`src/rtl/gf2_div_pkg.sv`:
```
//------------------------------------------------------------------------------
// gf2_div_pkg : widths, state encoding and reference model for the GF(2) divider
// Revision    : 1.0
//------------------------------------------------------------------------------
`default_nettype none

package gf2_div_pkg;

   localparam int DIVIDEND_W = 31;
   localparam int DIVISOR_W  = 17;
   localparam int QUOT_W     = 15;
   localparam int REM_W      = 16;

   localparam logic [DIVISOR_W-1:0] GF16_DEFAULT_POLY = 17'h1002B;

   typedef enum logic [1:0] {
      IDLE = 2'd0,
      RUN  = 2'd1,
      DONE = 2'd2
   } state_t;

   typedef struct packed {
      logic              err;
      logic [QUOT_W-1:0] quot;
      logic [REM_W-1:0]  rem;
   } div_res_t;

   // Textbook long division over the whole dividend; bench-side reference only.
   function automatic div_res_t gf2_div_ref(input logic [DIVIDEND_W-1:0] dividend,
                                            input logic [DIVISOR_W-1:0]  divisor);
      logic [DIVIDEND_W-1:0] acc;
      div_res_t              res;
      res = '0;
      acc = dividend;
      if (!divisor[DIVISOR_W-1]) begin
         res.err = 1'b1;
         return res;
      end
      for (int i = DIVIDEND_W - 1; i >= REM_W; i--) begin
         if (acc[i]) begin
            acc = acc ^ (DIVIDEND_W'(divisor) << (i - REM_W));
            res.quot[i-REM_W] = 1'b1;
         end
      end
      res.rem = acc[REM_W-1:0];
      return res;
   endfunction

endpackage

`default_nettype wire

```
`src/rtl/gf2_div_step.sv`:
```
//------------------------------------------------------------------------------
// gf2_div_step : one combinational step of GF(2) long division
// Revision     : 1.0
//------------------------------------------------------------------------------
`default_nettype none

module gf2_div_step
   import gf2_div_pkg::*;
(
   input  logic [REM_W-1:0] i_r,
   input  logic             i_din,
   input  logic [REM_W-1:0] i_poly,
   output logic [REM_W-1:0] o_r_next,
   output logic             o_qbit
);

   logic [REM_W:0] w_t;

   // The implicit x^16 term of the monic modulus cancels w_t[16], so only P is XORed.
   assign w_t      = {i_r, i_din};
   assign o_qbit   = w_t[REM_W];
   assign o_r_next = w_t[REM_W-1:0] ^ (w_t[REM_W] ? i_poly : '0);

endmodule

`default_nettype wire

```
`src/rtl/gf2_poly_div_16bit.sv`:
```
//------------------------------------------------------------------------------
// gf2_poly_div_16bit : sequential carry-less divider, 31-bit / monic degree-16
// Revision           : 1.0
//------------------------------------------------------------------------------
`default_nettype none

module gf2_poly_div_16bit
   import gf2_div_pkg::*;
#(
   parameter int ITER_PER_CYCLE = 1
)
(
   input  logic                  clk,
   input  logic                  rst,
   input  logic                  in_valid,
   output logic                  in_ready,
   input  logic [DIVIDEND_W-1:0] dividend,
   input  logic [DIVISOR_W-1:0]  divisor,
   output logic                  out_valid,
   input  logic                  out_ready,
   output logic [QUOT_W-1:0]     quotient,
   output logic [REM_W-1:0]      remainder,
   output logic                  err
);

   localparam logic [3:0] C_STEP = 4'(ITER_PER_CYCLE);
   localparam logic [3:0] C_LAST = 4'd15;

   generate
      if (!(ITER_PER_CYCLE == 1 || ITER_PER_CYCLE == 3 ||
            ITER_PER_CYCLE == 5 || ITER_PER_CYCLE == 15)) begin : g_bad_iter
         $error("gf2_poly_div_16bit: ITER_PER_CYCLE must be 1, 3, 5 or 15");
      end
   endgenerate

   state_t            r_state;
   logic [REM_W-1:0]  r_rem;
   logic [QUOT_W-1:0] r_dsh;
   logic [REM_W-1:0]  r_poly;
   logic [QUOT_W-1:0] r_quot;
   logic [3:0]        r_cnt;
   logic              r_in_ready;
   logic              r_out_valid;
   logic              r_err;

   logic [REM_W-1:0]  w_r [ITER_PER_CYCLE+1];
   logic [QUOT_W-1:0] w_q [ITER_PER_CYCLE+1];
   logic [3:0]        w_cnt_next;

   assign w_r[0]     = r_rem;
   assign w_q[0]     = r_quot;
   assign w_cnt_next = r_cnt + C_STEP;

   // Dividend low bits are consumed MSB-first; step k of a cycle takes bit 14-k.
   generate
      for (genvar k = 0; k < ITER_PER_CYCLE; k++) begin : g_step
         logic w_qbit;
         gf2_div_step u_step (
            .i_r      (w_r[k]),
            .i_din    (r_dsh[QUOT_W-1-k]),
            .i_poly   (r_poly),
            .o_r_next (w_r[k+1]),
            .o_qbit   (w_qbit)
         );
         assign w_q[k+1] = {w_q[k][QUOT_W-2:0], w_qbit};
      end
   endgenerate

   always_ff @(posedge clk or posedge rst) begin
      if (rst) begin
         r_state     <= IDLE;
         r_rem       <= '0;
         r_dsh       <= '0;
         r_poly      <= '0;
         r_quot      <= '0;
         r_cnt       <= '0;
         r_in_ready  <= 1'b1;
         r_out_valid <= 1'b0;
         r_err       <= 1'b0;
      end else begin
         case (r_state)
            IDLE: begin
               if (in_valid) begin
                  r_in_ready <= 1'b0;
                  r_quot     <= '0;
                  if (divisor[DIVISOR_W-1]) begin
                     r_rem   <= dividend[DIVIDEND_W-1:QUOT_W];
                     r_dsh   <= dividend[QUOT_W-1:0];
                     r_poly  <= divisor[REM_W-1:0];
                     r_cnt   <= '0;
                     r_err   <= 1'b0;
                     r_state <= RUN;
                  end else begin
                     r_rem       <= '0;
                     r_err       <= 1'b1;
                     r_out_valid <= 1'b1;
                     r_state     <= DONE;
                  end
               end
            end
            RUN: begin
               r_rem  <= w_r[ITER_PER_CYCLE];
               r_quot <= w_q[ITER_PER_CYCLE];
               r_dsh  <= r_dsh << ITER_PER_CYCLE;
               r_cnt  <= w_cnt_next;
               if (w_cnt_next == C_LAST) begin
                  r_err       <= 1'b0;
                  r_out_valid <= 1'b1;
                  r_state     <= DONE;
               end
            end
            DONE: begin
               if (out_ready) begin
                  r_out_valid <= 1'b0;
                  r_in_ready  <= 1'b1;
                  r_state     <= IDLE;
               end
            end
            default: begin
               r_state <= IDLE;
            end
         endcase
      end
   end

   assign in_ready  = r_in_ready;
   assign out_valid = r_out_valid;
   assign quotient  = r_quot;
   assign remainder = r_rem;
   assign err       = r_err;

endmodule

`default_nettype wire

```
`config.mk`:
```
export PLATFORM = sky130hd
export DESIGN_NAME = gf2_poly_div_16bit
export DESIGN_NICKNAME = d
export VERILOG_FILES = /design/src/rtl/gf2_div_pkg.sv /design/src/rtl/gf2_div_step.sv /design/src/rtl/gf2_poly_div_16bit.sv
export SDC_FILE = /design/constraint.sdc
export NUM_CORES = 1
export LEC_CHECK = 0
export CORE_ASPECT_RATIO = 0.75
export CORE_MARGIN = 2
export CORE_UTILIZATION = 45
export CTS_BUF_LIST = sky130_fd_sc_hd__clkbuf_16
export DETAILED_ROUTE_END_ITERATION = 7
export PLACE_DENSITY = 0.84
export SKIP_LAST_GASP = 1
export SLEW_MARGIN = 0
export SYNTH_ARGS = -nofsm -noshare
export SYNTH_HDL_FRONTEND = slang
export SYNTH_SLANG_ARGS = --single-unit
```
`constraint.sdc`:
```
create_clock -name clk -period 3.75 [get_ports clk]
set_input_delay 0.375 -clock clk [delete_from_list [all_inputs] [get_ports clk]]
set_output_delay 0.375 -clock clk [all_outputs]
set_load 0.005 [all_outputs]
```
==> results by stage <==
Floorplanning:
- During I/O placement, the number of pins put on the boundary was 86.
- The overall die width is 102 um.
- The floorplan step defined a die boundary enclosing 7970 um2.
- In this run the standard cell core region covers 6930 um2.
- The floorplan step set the die height to 77.8 um.
- The initial utilization of the core area, before any placement, comes to 47.2%.
- The floorplan has 26 rows.

GRT:
- Global routing used 21.9% of the available tracks across all layers.
- The total global routing overflow is 0.
- Entering global routing, the biggest net connects 48 pins.
- The number of antenna violations at the first check in global routing is 0.
- The global-route wire length before repair is 13400 um.
- The via count of the first global-routing pass came to 2747.

Setup path:
- The end of the worst register-to-register path is r_dsh[10]$_DFFE_PP0P_.
- The arrival time at the worst endpoint is 2.64 ns.
- Along the worst path, the maximum fanout reaches 31.
- The critical path required time is 3.96 ns.
- The type of element launching the critical path is a primary input.
- The worst setup path is captured at a flip-flop.
- The launch point of the worst reg-to-reg path is r_state[1]$_DFFE_PP0P_.
- The depth of the worst register-to-register path is 3.
- The worst setup path category is in -> reg.
- The timing startpoint of the critical path is divisor[16].
- In this run the register-to-register setup slack is 1.78 ns.

Clock tree:
- The number of setup buffers added after CTS is 0.
- The largest buffer count on any clock path is 2.
- The root buffer cell is sky130_fd_sc_hd__clkbuf_16.
- In this run the number of H-tree levels came out at 3.
- After clock tree synthesis, the repair step resized 0 gates.
- The latest clock arrival within the worst-skew pair is 0.33 ns.
- Counting the buffers created by CTS gives 9.
- The sink count of the clock tree is 71.
- The number of buffers inserted for hold repair after clock tree synthesis is 0.
- The clock tree from TritonCTS is done.
- The clock transition at the registers of the reported paths is 0.06 ns.

Job:
- The reported max-cap violation count is 0.

STA:
- The final total negative setup slack is 0 ns.
- The remaining max-slew budget at the tightest pin is 29.4%.
- The worst path in the final design needs a cycle of 2.43 ns, including I/O delays and setup.
- The top achievable clock speed is 411 MHz.
- At the pin with the least slew margin, the transition time is 1.06 ns.
- The number of max-slew violations in the final report is 0.
- Setup repair after global routing left no endpoint under its margin.
- The final cycle utilization of the critical path is 64.8%.
- The setup skew after layout is 0.00337 ns.
- The count of endpoints failing setup in the final report is 0.
- The final hold violation count is 0.

Yosys:
- Yosys printed 0 warnings.
- Counting flops and latches in the post-synthesis netlist gives 71.
- The proportion of synthesized chip area in sequential cells is 54.4%.
- sky130_fd_sc_hd__dfrtp_1 takes more of the synthesized area than any other cell.
- The post-synthesis instance area is 3270 um2.
- By area the synthesized netlist is led by sky130_fd_sc_hd__dfrtp_1 54%, sky130_fd_sc_hd__nand2_1 10%, sky130_fd_sc_hd__a22o_1 4.0%.
- The average cell area after synthesis is 9.29 um2.
- The number of cells produced by synthesis is 352.
- The number of distinct library cell variants in the gate-level netlist after synthesis is 38.
- The net count after synthesis is 406.
- Summed over its instances, the top area cell type makes up 53.6% of the synthesized netlist area.

Cells and area:
- The most common cell after layout, fill and taps aside is sky130_fd_sc_hd__nand2_1.
- The area growth from synthesis to layout is 36.4%.
- The library cells used most frequently in the layout, excluding fill and tap cells, are 88 x sky130_fd_sc_hd__nand2_1, 85 x sky130_fd_sc_hd__clkdlybuf4s50_1, 70 x sky130_fd_sc_hd__dfrtp_1.
- The footprint of the multi-input gates is 1340 um2.
- At the end of the flow, the number of nets in the layout was 480.
- The repair_antennas step left the layout with diodes totalling 0.
- Summing all flip-flop and latch instances after layout gives 1780 um2.
- Once layout is complete, the utilization of the core stands at 64.3%.
- The non-filler instance count after layout is 529.
- Of the cells placed in the final design, the portion with a size suffix greater than 1 is 6.50%.
- The count of filler cells inserted in the layout is 566.

Power and ir drop:
- The total power consumption of the routed design is 3470 uW.
- The worst supply voltage drop on vdd is 350 uV.
- The static leakage is 0.00195 uW.
- The cell area power density is 778 nW/um2.

Hold path:
- The worst hold path class is in -> async.

Placed design:
- The number of placed instances, taps included is 513.
- The total of buffers placed on input and output ports is 85.
- At the end of routability-driven placement, the weighted congestion stood at 0.784.
- The post-detailed-placement half-perimeter wirelength is 5510 um.

Routing:
- Dividing the detail-routed wire length by the instance count gives 15.6 um.
- The post-detailed-route DRC marker count is 0.
- For this run, the detailed router's first-pass iteration total came to 4.
- The via density per instance is 5.31.
- The number of DRC markers after the initial detailed-route iteration is 116.
- The routed design has 8260 um of wire.
- The count of nets left with antenna violations after detail routing is 0.
- The routed layout has 2811 vias.

Run status:
- The flow ran to the end, and the final reports show no timing, DRC or antenna violations.
==> logic make-up after synthesis <==
family	Yosys count	synth area share, %
adder cells (fa/ha/maj)	2	0.765
XOR/XNOR	16	4.29
AND/OR/NAND/NOR	147	19.3
AO/OA/AOI/OAI	86	16.4
buffers and inverters	30	4.90
flip-flops	71	54.4
==> area by class of cell <==
cell class	instances	area share (%)
Multi-Input combinational cell	251	30.1
Inverter	5	0.421
Tap cell	98	2.75
Clock buffer	9	5.05
Clock inverter	7	2.19
Sequential cell	71	39.9
Timing Repair Buffer	88	19.6
==> sequential cells by signal, summed over array words and instances, names as in the netlist <==
signal and cells:
in_ready 1, err 1, r_state 2, remainder 16, out_valid 1, r_poly 16, r_cnt 4, r_dsh 15
quotient 15
==> synthesized netlist by cell type <==
library cell                count
sky130_fd_sc_hd__o31a_1         1
sky130_fd_sc_hd__o22ai_1       14
sky130_fd_sc_hd__buf_6          2
sky130_fd_sc_hd__inv_1          4
sky130_fd_sc_hd__xnor2_1       15
sky130_fd_sc_hd__nand2b_1       1
sky130_fd_sc_hd__dfstp_2        1
sky130_fd_sc_hd__nor3_1         1
sky130_fd_sc_hd__buf_2         14
sky130_fd_sc_hd__nor2b_1        3
sky130_fd_sc_hd__nand2b_2       1
sky130_fd_sc_hd__o21ai_1        6
sky130_fd_sc_hd__nor2_2         1
sky130_fd_sc_hd__a22oi_1        2
sky130_fd_sc_hd__or3_1          1
sky130_fd_sc_hd__a22o_1        15
sky130_fd_sc_hd__o21bai_1       1
sky130_fd_sc_hd__o2bb2ai_1      2
sky130_fd_sc_hd__and3_1        15
sky130_fd_sc_hd__o221ai_1       1
sky130_fd_sc_hd__dfrtp_1       70
sky130_fd_sc_hd__clkbuf_1       5
sky130_fd_sc_hd__a2bb2oi_1      1
sky130_fd_sc_hd__a21oi_1       20
sky130_fd_sc_hd__o21ai_0       20
sky130_fd_sc_hd__nor2_4         1
sky130_fd_sc_hd__a31oi_1        1
sky130_fd_sc_hd__inv_2          1
sky130_fd_sc_hd__nand2_1       88
sky130_fd_sc_hd__o211ai_1       1
sky130_fd_sc_hd__a21boi_0       1
sky130_fd_sc_hd__nand3_1        2
sky130_fd_sc_hd__nor2_1        31
sky130_fd_sc_hd__buf_4          4
sky130_fd_sc_hd__ha_1           2
sky130_fd_sc_hd__nor3_2         1
sky130_fd_sc_hd__xor2_1         1
sky130_fd_sc_hd__nand2_2        1
==> metal layers <==
metal	vias up	GRT usage, %	part of all wire (%)
met1	1362	30.0	46
met3	18	6.04	6.0
met5	-	0	0
li1	1334	-	-
met4	0	6.93	1.9
met2	97	33.7	46
==> per-stage QoR <==
step / instance area [um2] / hold WS, ns / setup slack (ns)
global route: 4460 / 0.442 / 1.15
floorplan: 3270 / 0.445 / 1.58
CTS: 4460 / 0.410 / 1.33
global placement: 4140 / 0.462 / 1.11
detailed placement: 4140 / 0.466 / 0.952
finish: 4460 / 0.398 / 1.32
==> critical path: stages <==
cell and delay [ns]:
sky130_fd_sc_hd__clkdlybuf4s50_1 0.89, sky130_fd_sc_hd__nand2_2 0.17, sky130_fd_sc_hd__or3_1 0.78, sky130_fd_sc_hd__o22ai_1 0.35, sky130_fd_sc_hd__nor2_1 0.08
==> power by group <==
part	total, uW	internal, uW	switching, uW
clock network	909	582	327
logic	1210	588	622
registers	1350	1060	286
==> worst max-delay path by stage <==
| stage | endpoint | slack [ns] | cells past startpoint |
|---|---|---|---|
| after detailed placement | r_dsh[10]$_DFFE_PP0P_ | 0.95 | 5 |
| after floorplan | err$_DFFE_PP0P_ | 1.58 | 1 |
| after global routing | r_dsh[10]$_DFFE_PP0P_ | 1.15 | 5 |
| after CTS | r_dsh[10]$_DFFE_PP0P_ | 1.33 | 5 |
| final | r_dsh[10]$_DFFE_PP0P_ | 1.32 | 5 |
| after global placement | r_dsh[9]$_DFFE_PP0P_ | 1.11 | 5 |
Note: power is estimated with default switching activity, not from simulation.
